[src/rtl/exe_operand_latch.sv]
// Execution-unit input capture bank: latches decoded operands, opcode and
// destination on a single strobe, built from one generic enabled register cell.

module exe_operand_reg #(
  parameter int W = 32
) (
  input  logic         Clock,
  input  logic         Reset,
  input  logic         Enable,
  input  logic [W-1:0] D,
  output logic [W-1:0] Q
);

  // Reset clears, enable loads, otherwise the cell keeps its contents.
  always_ff @(posedge Clock) begin
    if (!Reset) begin
      Q <= {W{1'b0}};
    end else if (Enable) begin
      Q <= D;
    end else begin
      Q <= Q;
    end
  end

endmodule

module exe_operand_latch_chk #(
  parameter int WIDTH      = 32,
  parameter int OP_WIDTH   = 16,
  parameter int ADDR_WIDTH = 16
) (
  input logic                  Clock,
  input logic                  Reset,
  input logic                  iLatch,
  input logic [3*WIDTH-1:0]    iSource0,
  input logic [3*WIDTH-1:0]    iSource1,
  input logic [OP_WIDTH-1:0]   iOperation,
  input logic [ADDR_WIDTH-1:0] iDestination,
  input logic [3*WIDTH-1:0]    row1_q,
  input logic [3*WIDTH-1:0]    row0_q,
  input logic [OP_WIDTH-1:0]   oALUOperation,
  input logic [ADDR_WIDTH-1:0] oDestination,
  input logic                  oCaptured
);

  a_reset_clears: assert property (@(posedge Clock)
    !Reset |=> (row1_q == {(3*WIDTH){1'b0}}) && (row0_q == {(3*WIDTH){1'b0}}) &&
               (oALUOperation == {OP_WIDTH{1'b0}}) &&
               (oDestination == {ADDR_WIDTH{1'b0}}) && !oCaptured);

  a_capture: assert property (@(posedge Clock)
    (Reset && iLatch) |=> oCaptured && (row1_q == $past(iSource1)) &&
                          (row0_q == $past(iSource0)) &&
                          (oALUOperation == $past(iOperation)) &&
                          (oDestination == $past(iDestination)));

  a_hold: assert property (@(posedge Clock)
    (Reset && !iLatch) |=> !oCaptured && $stable(row1_q) && $stable(row0_q) &&
                           $stable(oALUOperation) && $stable(oDestination));

endmodule

module exe_operand_latch #(
  parameter int WIDTH      = 32,
  parameter int OP_WIDTH   = 16,
  parameter int ADDR_WIDTH = 16
) (
  input  logic                  Clock,
  input  logic                  Reset,
  input  logic                  iLatch,
  input  logic [3*WIDTH-1:0]    iSource0,
  input  logic [3*WIDTH-1:0]    iSource1,
  input  logic [OP_WIDTH-1:0]   iOperation,
  input  logic [ADDR_WIDTH-1:0] iDestination,
  output logic [WIDTH-1:0]      oALUChannelX1,
  output logic [WIDTH-1:0]      oALUChannelY1,
  output logic [WIDTH-1:0]      oALUChannelZ1,
  output logic [WIDTH-1:0]      oALUChannelX2,
  output logic [WIDTH-1:0]      oALUChannelY2,
  output logic [WIDTH-1:0]      oALUChannelZ2,
  output logic [OP_WIDTH-1:0]   oALUOperation,
  output logic [ADDR_WIDTH-1:0] oDestination,
  output logic                  oCaptured
);

  // Row 1 feeds channel set 1, row 0 feeds channel set 2; X sits in the MSBs.
  exe_operand_reg #(.W(WIDTH)) u_x1 (
    .Clock(Clock), .Reset(Reset), .Enable(iLatch),
    .D(iSource1[3*WIDTH-1:2*WIDTH]), .Q(oALUChannelX1)
  );
  exe_operand_reg #(.W(WIDTH)) u_y1 (
    .Clock(Clock), .Reset(Reset), .Enable(iLatch),
    .D(iSource1[2*WIDTH-1:WIDTH]), .Q(oALUChannelY1)
  );
  exe_operand_reg #(.W(WIDTH)) u_z1 (
    .Clock(Clock), .Reset(Reset), .Enable(iLatch),
    .D(iSource1[WIDTH-1:0]), .Q(oALUChannelZ1)
  );
  exe_operand_reg #(.W(WIDTH)) u_x2 (
    .Clock(Clock), .Reset(Reset), .Enable(iLatch),
    .D(iSource0[3*WIDTH-1:2*WIDTH]), .Q(oALUChannelX2)
  );
  exe_operand_reg #(.W(WIDTH)) u_y2 (
    .Clock(Clock), .Reset(Reset), .Enable(iLatch),
    .D(iSource0[2*WIDTH-1:WIDTH]), .Q(oALUChannelY2)
  );
  exe_operand_reg #(.W(WIDTH)) u_z2 (
    .Clock(Clock), .Reset(Reset), .Enable(iLatch),
    .D(iSource0[WIDTH-1:0]), .Q(oALUChannelZ2)
  );

  exe_operand_reg #(.W(OP_WIDTH)) u_op (
    .Clock(Clock), .Reset(Reset), .Enable(iLatch),
    .D(iOperation), .Q(oALUOperation)
  );
  exe_operand_reg #(.W(ADDR_WIDTH)) u_dest (
    .Clock(Clock), .Reset(Reset), .Enable(iLatch),
    .D(iDestination), .Q(oDestination)
  );

  // Always-enabled cell turns the strobe into a pulse one cycle later.
  exe_operand_reg #(.W(1)) u_cap (
    .Clock(Clock), .Reset(Reset), .Enable(1'b1),
    .D(iLatch), .Q(oCaptured)
  );

  exe_operand_latch_chk #(
    .WIDTH(WIDTH), .OP_WIDTH(OP_WIDTH), .ADDR_WIDTH(ADDR_WIDTH)
  ) u_chk (
    .Clock(Clock), .Reset(Reset), .iLatch(iLatch),
    .iSource0(iSource0), .iSource1(iSource1),
    .iOperation(iOperation), .iDestination(iDestination),
    .row1_q({oALUChannelX1, oALUChannelY1, oALUChannelZ1}),
    .row0_q({oALUChannelX2, oALUChannelY2, oALUChannelZ2}),
    .oALUOperation(oALUOperation), .oDestination(oDestination),
    .oCaptured(oCaptured)
  );

endmodule

[config.mk]
export PLATFORM = sky130hd
export DESIGN_NAME = exe_operand_latch
export DESIGN_NICKNAME = d
export VERILOG_FILES = /design/src/rtl/exe_operand_latch.sv
export SDC_FILE = /design/constraint.sdc
export NUM_CORES = 1
export LEC_CHECK = 0
export ABC_AREA = 0
export BUFFER_PORTS_ARGS = -buffer_cell sky130_fd_sc_hd__buf_2
export CORE_AREA = 2 2 178 180
export DETAILED_ROUTE_END_ITERATION = 8
export DIE_AREA = 0 0 180 182
export MAX_ROUTING_LAYER = met4
export PLACE_DENSITY = 0.51
export SLEW_MARGIN = 20
export SYNTH_ARGS = -nofsm -noshare
export SYNTH_HDL_FRONTEND = slang
export SYNTH_SLANG_ARGS = --single-unit
[constraint.sdc]
create_clock -name Clock -period 2.7 [get_ports Clock]
set_input_delay 0.27 -clock Clock [delete_from_list [all_inputs] [get_ports Clock]]
set_output_delay 0.27 -clock Clock [all_outputs]
set_load 0.02 [all_outputs]
Word level (Yosys, flattened, before mapping)
Index checks and enable logic that the tools add are counted.
{ "totals": {"ramBits": 0, "memories": 0, "latch_bits": 0, "rom_bits": 0, "ff_bits": 225, "input_bits": 227, "out_inout_bits": 225} }
{ "classes": {"n_mux": 0, "n_shift": 0, "n_bitwise": 0, "n_mul": 0, "eq_ne": 0, "add_sub_neg": 0, "magnitude_cmp": 0, "n_reduce_logical": 0, "n_div": 0} }

Logic depth before layout (Yosys ltp)
Gate-level depths: netlist of run 1.
{ "logic_depth": {"word_depth": 0, "ltp_mapped": 5} }

Cells and area by module
From an unflattened synthesis of run 1, not the netlist that was laid out.
{ "unflattened": {"cells_unflattened": 724, "hier_area_um2": 8733.4} }
{ "by_module_without_submodules": {"columns": ["module", "n_inst", "seq_area_each_um2", "area_each_um2", "cells_per_inst"], "rows": [
  ["exe_operand_reg (u_x1 ...)", 6, 640.6, 1243.7, 103],
  ["exe_operand_reg (u_dest ...)", 2, 320.3, 615.6, 51],
  ["exe_operand_reg (u_cap)", 1, 20.0, 36.3, 3],
  ["exe_operand_latch", 1, 0.0, 3.8, 1]
]} }

Least setup slack after synthesis of run 1
OpenSTA, ideal clock, no wires.
{ "synth_timing": {"path_type": "input to register", "from": "input port iLatch", "to": "register u_dest.Q[0]", "cell_stages": 5, "n_path_buf": 3, "required_ps": 2584, "setup_ps": 116, "t_arrival_ps": 952, "setup_slack_ps": 1632, "path_cell_list": "buf_4 > buf_6 > buf_6 > mux2i_1 > nor2b_1"} }
{ "synth_rtl": {"columns": ["item", "line_no", "source"], "rows": [
  ["start, declared", "70", "input logic iLatch,"],
  ["end signal, assigned", "17", "Q <= {W{1'b0}};"],
  ["end, declared", "11", "output logic [W-1:0] Q"]
]} }

Worst setup path in the final report of run 1
{ "layout_timing": {"from": "register u_x2.Q[12]", "to": "output port oALUChannelX2[12]"} }
{ "layout_rtl": {"columns": ["item", "line_no", "source"], "rows": [
  ["start, declared", "11", null],
  ["start signal, assigned", "17", null],
  ["end, declared", "78", "output logic [WIDTH-1:0] oALUChannelX2,"]
]} }
No word-level cell between the ends.

==> results of run 1 <==
==> layer usage <==
metal	wire (microns)	vias up	track usage, %
met4	414	0	3.48
met5	0	-	-
li1	-	3634	-
met3	2110	30	4.17
met2	12600	307	27.1
met1	10800	3266	17.9
==> area by class of cell <==
class / instances / area, sq um / area share [%]
clock inverters: 5 / 80.1 / 0.583
multi-input cells: 449 / 3650 / 26.5
repair buffers: 647 / 4280 / 31.1
clock buffers: 37 / 731 / 5.32
flip-flops and latches: 225 / 4500 / 32.8
well taps: 402 / 503 / 3.66
==> power breakdown <==
| part | switching (uW) | internal [uW] |
|---|---|---|
| clock | 1340 | 2050 |
| sequential | 98.0 | 3520 |
| combinational | 677 | 687 |
==> synthesized netlist by cell type <==
cell type	instances
and2_1	1
buf_2	3
buf_4	8
buf_6	17
clkbuf_1	22
dfxtp_1	225
mux2i_1	224
nor2b_1	224
==> registers in the layout, summed over array words and instances, names as in the netlist <==
| register | count |
|---|---|
| u_y2.Q | 32 |
| u_z1.Q | 32 |
| u_y1.Q | 32 |
| u_x1.Q | 32 |
| u_x2.Q | 32 |
| u_z2.Q | 32 |
| u_cap.Q | 1 |
| u_op.Q | 16 |
| u_dest.Q | 16 |
==> worst reg2reg max path: cells and delay by family (launching register included) <==
kind,cells,cell delay [ns]
flops,1,0.42
simple gates,1,0.10
mux,1,0.10
==> cells by family after synthesis <==
family | count (synthesis) | synth area share (%)
flip-flops | 225 | 53.0
AND/OR/NAND/NOR | 225 | 16.6
multiplexers | 224 | 26.4
buffers and inverters | 50 | 4.11
==> final timing paths <==
check | depth (start not counted) | from | slack (ns) | endpoint
setup reg to reg | 2 | u_x2.Q[12]$_SDFFE_PN0P_ | 2.03 | u_x2.Q[12]$_SDFFE_PN0P_
hold reg to reg | 2 | u_x1.Q[9]$_SDFFE_PN0P_ | 0.51 | u_x1.Q[9]$_SDFFE_PN0P_
setup / recovery | 1 | u_x2.Q[12]$_SDFFE_PN0P_ | 1.30 | oALUChannelX2[12]
hold / removal | 3 | iSource1[34] | 0.03 | u_y1.Q[2]$_SDFFE_PN0P_
==> per-stage QoR <==
stage / hold WS (ns) / setup WS (ns) / instances / total power (uW)
3_5_place_dp: 0.497 / 1.10 / 1543 / 4850
3_3_place_gp: 0.490 / 1.14 / 1543 / 4840
2_1_floorplan: 0.439 / 1.63 / 724 / 4380
6_report: 0.0272 / 1.30 / 1765 / 8370
5_1_grt: 0.00949 / 1.25 / 1765 / 8760
4_1_cts: 0.0000616 / 1.24 / 1765 / 8520
==> flow_metrics.env, run 1 <==
export IMPL_tns_ns=0
export IMPL_routed_via_density=4.10
export IMPL_grt_pass1_wl_mm=40.5
export IMPL_gp_congestion=0.758
export IMPL_clk_insertion_delay_late_ns=0.51
export IMPL_n_antenna_cell=0
export IMPL_post_cts_resized=0
export IMPL_peakVddDrop_uv=493
export IMPL_root_buffer="clkbuf_16"
export IMPL_max_stage_delay_ns=0.42
export IMPL_crit_slowest_cell="dfxtp_1"
export IMPL_max_cap_violations=0
export IMPL_cts_setup_buffers=0
export IMPL_start_kind="register"
export IMPL_crit_path_end_kind="output port"
export IMPL_ant_nets=0
export IMPL_worstPathRequired_ns=2.43
export IMPL_status="finished clean"
export IMPL_drc=0
export IMPL_worst_slew_pin_slew_ns=0.671
export IMPL_rows=65
export IMPL_crit_chain="buf_2"
export IMPL_path_delay_family="flip-flops"
export IMPL_cts_tree="built"
export IMPL_chipWidth_microns=180
export IMPL_design_area_sq_um=13700
export IMPL_path_buf_inv=1
export IMPL_synth_top_cell_by_area="dfxtp_1"
export IMPL_path_clk_slew_ns=0.06
export IMPL_numCtsBuffers=25
export IMPL_worst_hold_path_type="input pin to register"
export IMPL_cts_sinks=225
export IMPL_initialDrtViolationCount=146
export IMPL_most_common_layout_cells="buf_2 (449), dfxtp_1 (225), mux2i_1 (224), nor2b_1 (224), dlygate4sd3_1 (180)"
export IMPL_ys_seq_area_share_pct=53.0
export IMPL_grt_ovfl_total=0
export IMPL_crit_type="register to output port"
export IMPL_syn_avg_cell_area_sq_um=11.7
export IMPL_ys_ff_latch=225
export IMPL_hpwl_mm=17.9
export IMPL_synth_top_area_share_pct=53.0
export IMPL_design_die_area_sq_um=32800
export IMPL_postPlaceCellArea_sq_um=11100
export IMPL_timing_fmax_ghz=0.714
export IMPL_dr_total_vias=7237
export IMPL_cp_max_fo=2
export IMPL_final_util_pct=44.4
export IMPL_synthTopCellsByArea="dfxtp_1 (53%), mux2i_1 (26%), nor2b_1 (16%), buf_6 (2.3%), clkbuf_1 (0.97%)"
export IMPL_antenna_found_initial=0
export IMPL_ioPinCount=452
export IMPL_fp_coreArea_sq_um=31000
export IMPL_finalHoldViolations=0
export IMPL_fin_crit_sh_pct=51.9
export IMPL_yosysWarnings=0
export IMPL_fillerInstances=2985
export IMPL_final_common_cell="buf_2"
export IMPL_portBuffers=451
export IMPL_firstDrtPassIters=4
export IMPL_die_h_microns=182
export IMPL_drive_above_1_share_pct=36.9
export IMPL_p_per_area_nw_per_um2=609
export IMPL_cp_arrival_ns=1.13
export IMPL_layout_area_overhead_vs_synth_pct=61.7
export IMPL_leakage_uw=0.00685
export IMPL_rsz0062_at_grt="no"
export IMPL_postCtsHoldBufs=180
export IMPL_slew_viol_final=0
export IMPL_nets=1575
export IMPL_wl_per_cell_microns=14.7
export IMPL_grt_use_total_pct=15.6
export IMPL_cts_buffer_depth=3
export IMPL_synth_cells=724
export IMPL_grt_pass1_vias=7583
export IMPL_grt_max_degree=98
export IMPL_netlist_area_sq_um=8500
export IMPL_initial_core_util_pct=27.4
export IMPL_finalSetupViolCount=0
export IMPL_wirelength_mm=25.9
export IMPL_fin_skew_ns=0
export IMPL_htree_levels=1
export IMPL_period_minus_slack_ns=1.40
export IMPL_syn_num_nets=951
export IMPL_ys_types=8
export IMPL_relSlewSlack_pct=55.2
Power figures use the tool's default switching activity.
==> run 2, diff against run 1 <==
Settings changed: CORE_AREA 2 2 178 180 to 2 2 175 177, DIE_AREA 0 0 180 182 to 0 0 177 179, PLACE_DENSITY 0.51 to 0.54.
Clock period 2.7 ns to 1.24 ns, I/O delays scaled along.
==> flow_metrics.env, run 2 (same netlist as run 1, synthesis figures left out) <==
export IMPL_status="finished clean"
export IMPL_die_h_microns=179
export IMPL_cts_sinks=225
export IMPL_grt_pass1_vias=7555
export IMPL_initial_core_util_pct=28.3
export IMPL_worstPathRequired_ns=1.12
export IMPL_grtUsageMet2_pct=27.7
export IMPL_routed_via_density=4.09
export IMPL_design_die_area_sq_um=31700
export IMPL_antenna_found_initial=0
export IMPL_rsz0062_at_grt="no"
export IMPL_cts_setup_buffers=0
export IMPL_path_buf_inv=1
export IMPL_htree_levels=1
export IMPL_grt_pass1_wl_mm=38.9
export IMPL_rows=64
export IMPL_grt_max_degree=115
export IMPL_peakVddDrop_uv=947
export IMPL_hpwl_mm=17.4
export IMPL_crit_slowest_cell="dfxtp_1"
export IMPL_dp_cells=1535
export IMPL_chipWidth_microns=177
export IMPL_root_buffer="clkbuf_16"
export IMPL_layout_area_overhead_vs_synth_pct=66.7
export IMPL_holdWs_ns=0.0540
export IMPL_gp_congestion=0.762
export IMPL_fp_coreArea_sq_um=30000
export IMPL_drc=0
export IMPL_path_clk_slew_ns=0.06
export IMPL_cp_max_fo=2
export IMPL_relSlewSlack_pct=70.3
export IMPL_portBuffers=451
export IMPL_nets=1618
export IMPL_max_cap_violations=0
export IMPL_crit_chain="buf_4"
export IMPL_layout_setup_ws_ns=0.0493
export IMPL_numCtsBuffers=26
export IMPL_crit_path_end_kind="output port"
export IMPL_p_total_uw=18300
export IMPL_tns_ns=0
export IMPL_ant_nets=0
export IMPL_start_kind="register"
export IMPL_wirelength_mm=25.9
export IMPL_grt_use_total_pct=15.6
export IMPL_fin_skew_ns=0
export IMPL_n_antenna_cell=0
export IMPL_slew_viol_final=0
export IMPL_path_delay_family="flip-flops"
export IMPL_fin_crit_sh_pct=96.0
export IMPL_worst_slew_pin_slew_ns=0.446
export IMPL_stdcell_count=1801
export IMPL_finalHoldViolations=0
export IMPL_dr_total_vias=7367
export IMPL_period_minus_slack_ns=1.19
export IMPL_clk_insertion_delay_late_ns=0.51
export IMPL_leakage_uw=0.00704
export IMPL_busiest_layer="met2"
export IMPL_cts_tree="built"
export IMPL_cp_arrival_ns=1.07
export IMPL_wl_per_cell_microns=14.4
export IMPL_crit_type="register to output port"
export IMPL_grt_ovfl_total=0
export IMPL_grt_met3_usage_pct=2.48
export IMPL_final_common_cell="buf_2"
export IMPL_most_common_layout_cells="buf_2 (443), dfxtp_1 (225), mux2i_1 (224), nor2b_1 (224), dlygate4sd3_1 (224)"
export IMPL_grt_util_met1_pct=17.8
export IMPL_firstDrtPassIters=4
export IMPL_ioPinCount=452
export IMPL_cts_buffer_depth=3
export IMPL_p_per_area_nw_per_um2=1290
export IMPL_max_stage_delay_ns=0.38
export IMPL_finalSetupViolCount=0
export IMPL_initialDrtViolationCount=198
export IMPL_dpl_worst_slack_ns=0.0995
export IMPL_worst_hold_path_type="input pin to register"
export IMPL_timing_fmax_ghz=0.840
export IMPL_drive_above_1_share_pct=35.7
-- run 2: worst min-delay path: cells and delay by family --
family / cells / cell delay (ns)
multiplexers: 1 / 0.17
buffers and inverters: 1 / 0.17
AND/OR/NAND/NOR: 1 / 0.05
-- run 2: power by group --
group / switching (uW) / internal (uW) / total (uW)
combinational: 1490 / 1580 / 3080
sequential: 218 / 7670 / 7890
clock: 2880 / 4490 / 7370
total: 4590 / 13700 / 18300
-- run 2: what timing repair did --
action | 4_1_cts | 5_1_grt
gates cloned | 0 | 0
resized for setup | 3 | 3
hold endpoints to repair | 224 | 0
setup endpoints to repair | 3 | 3
hold buffers | 224 | 0
-- run 2: final timing paths --
check	from	end	slack [ns]	depth (start not counted)
max	u_y2.Q[18]$_SDFFE_PN0P_	oALUChannelY2[18]	0.05	1
min	iLatch	u_x1.Q[26]$_SDFFE_PN0P_	0.05	3
max reg2reg	u_z2.Q[3]$_SDFFE_PN0P_	u_z2.Q[3]$_SDFFE_PN0P_	0.58	2
min reg2reg	u_x1.Q[6]$_SDFFE_PN0P_	u_x1.Q[6]$_SDFFE_PN0P_	0.51	2
-- run 2: final cells by class --
type	count	area, sq um
sequential	225	4500
clock buffer	39	781
fill	2792	15900
tap	396	495
clock inverter	3	40.0
timing repair buffer	689	4710
multi-input combinational	449	3650
-- run 2: through the flow --
step | util, % | area (sq um)
4_1_cts | 47.2 | 14200
3_3_place_gp | 37.0 | 11100
2_1_floorplan | - | 8500
5_1_grt | 47.2 | 14200
6_report | 47.2 | 14200
3_5_place_dp | 37.0 | 11100
-- run 2: per-layer routing --
layer / part of all wire, % / wire length, microns
met1: 41 / 10600
met2: 50 / 13000
met3: 5.8 / 1500
met4: 3.0 / 772
met5: 0 / 0
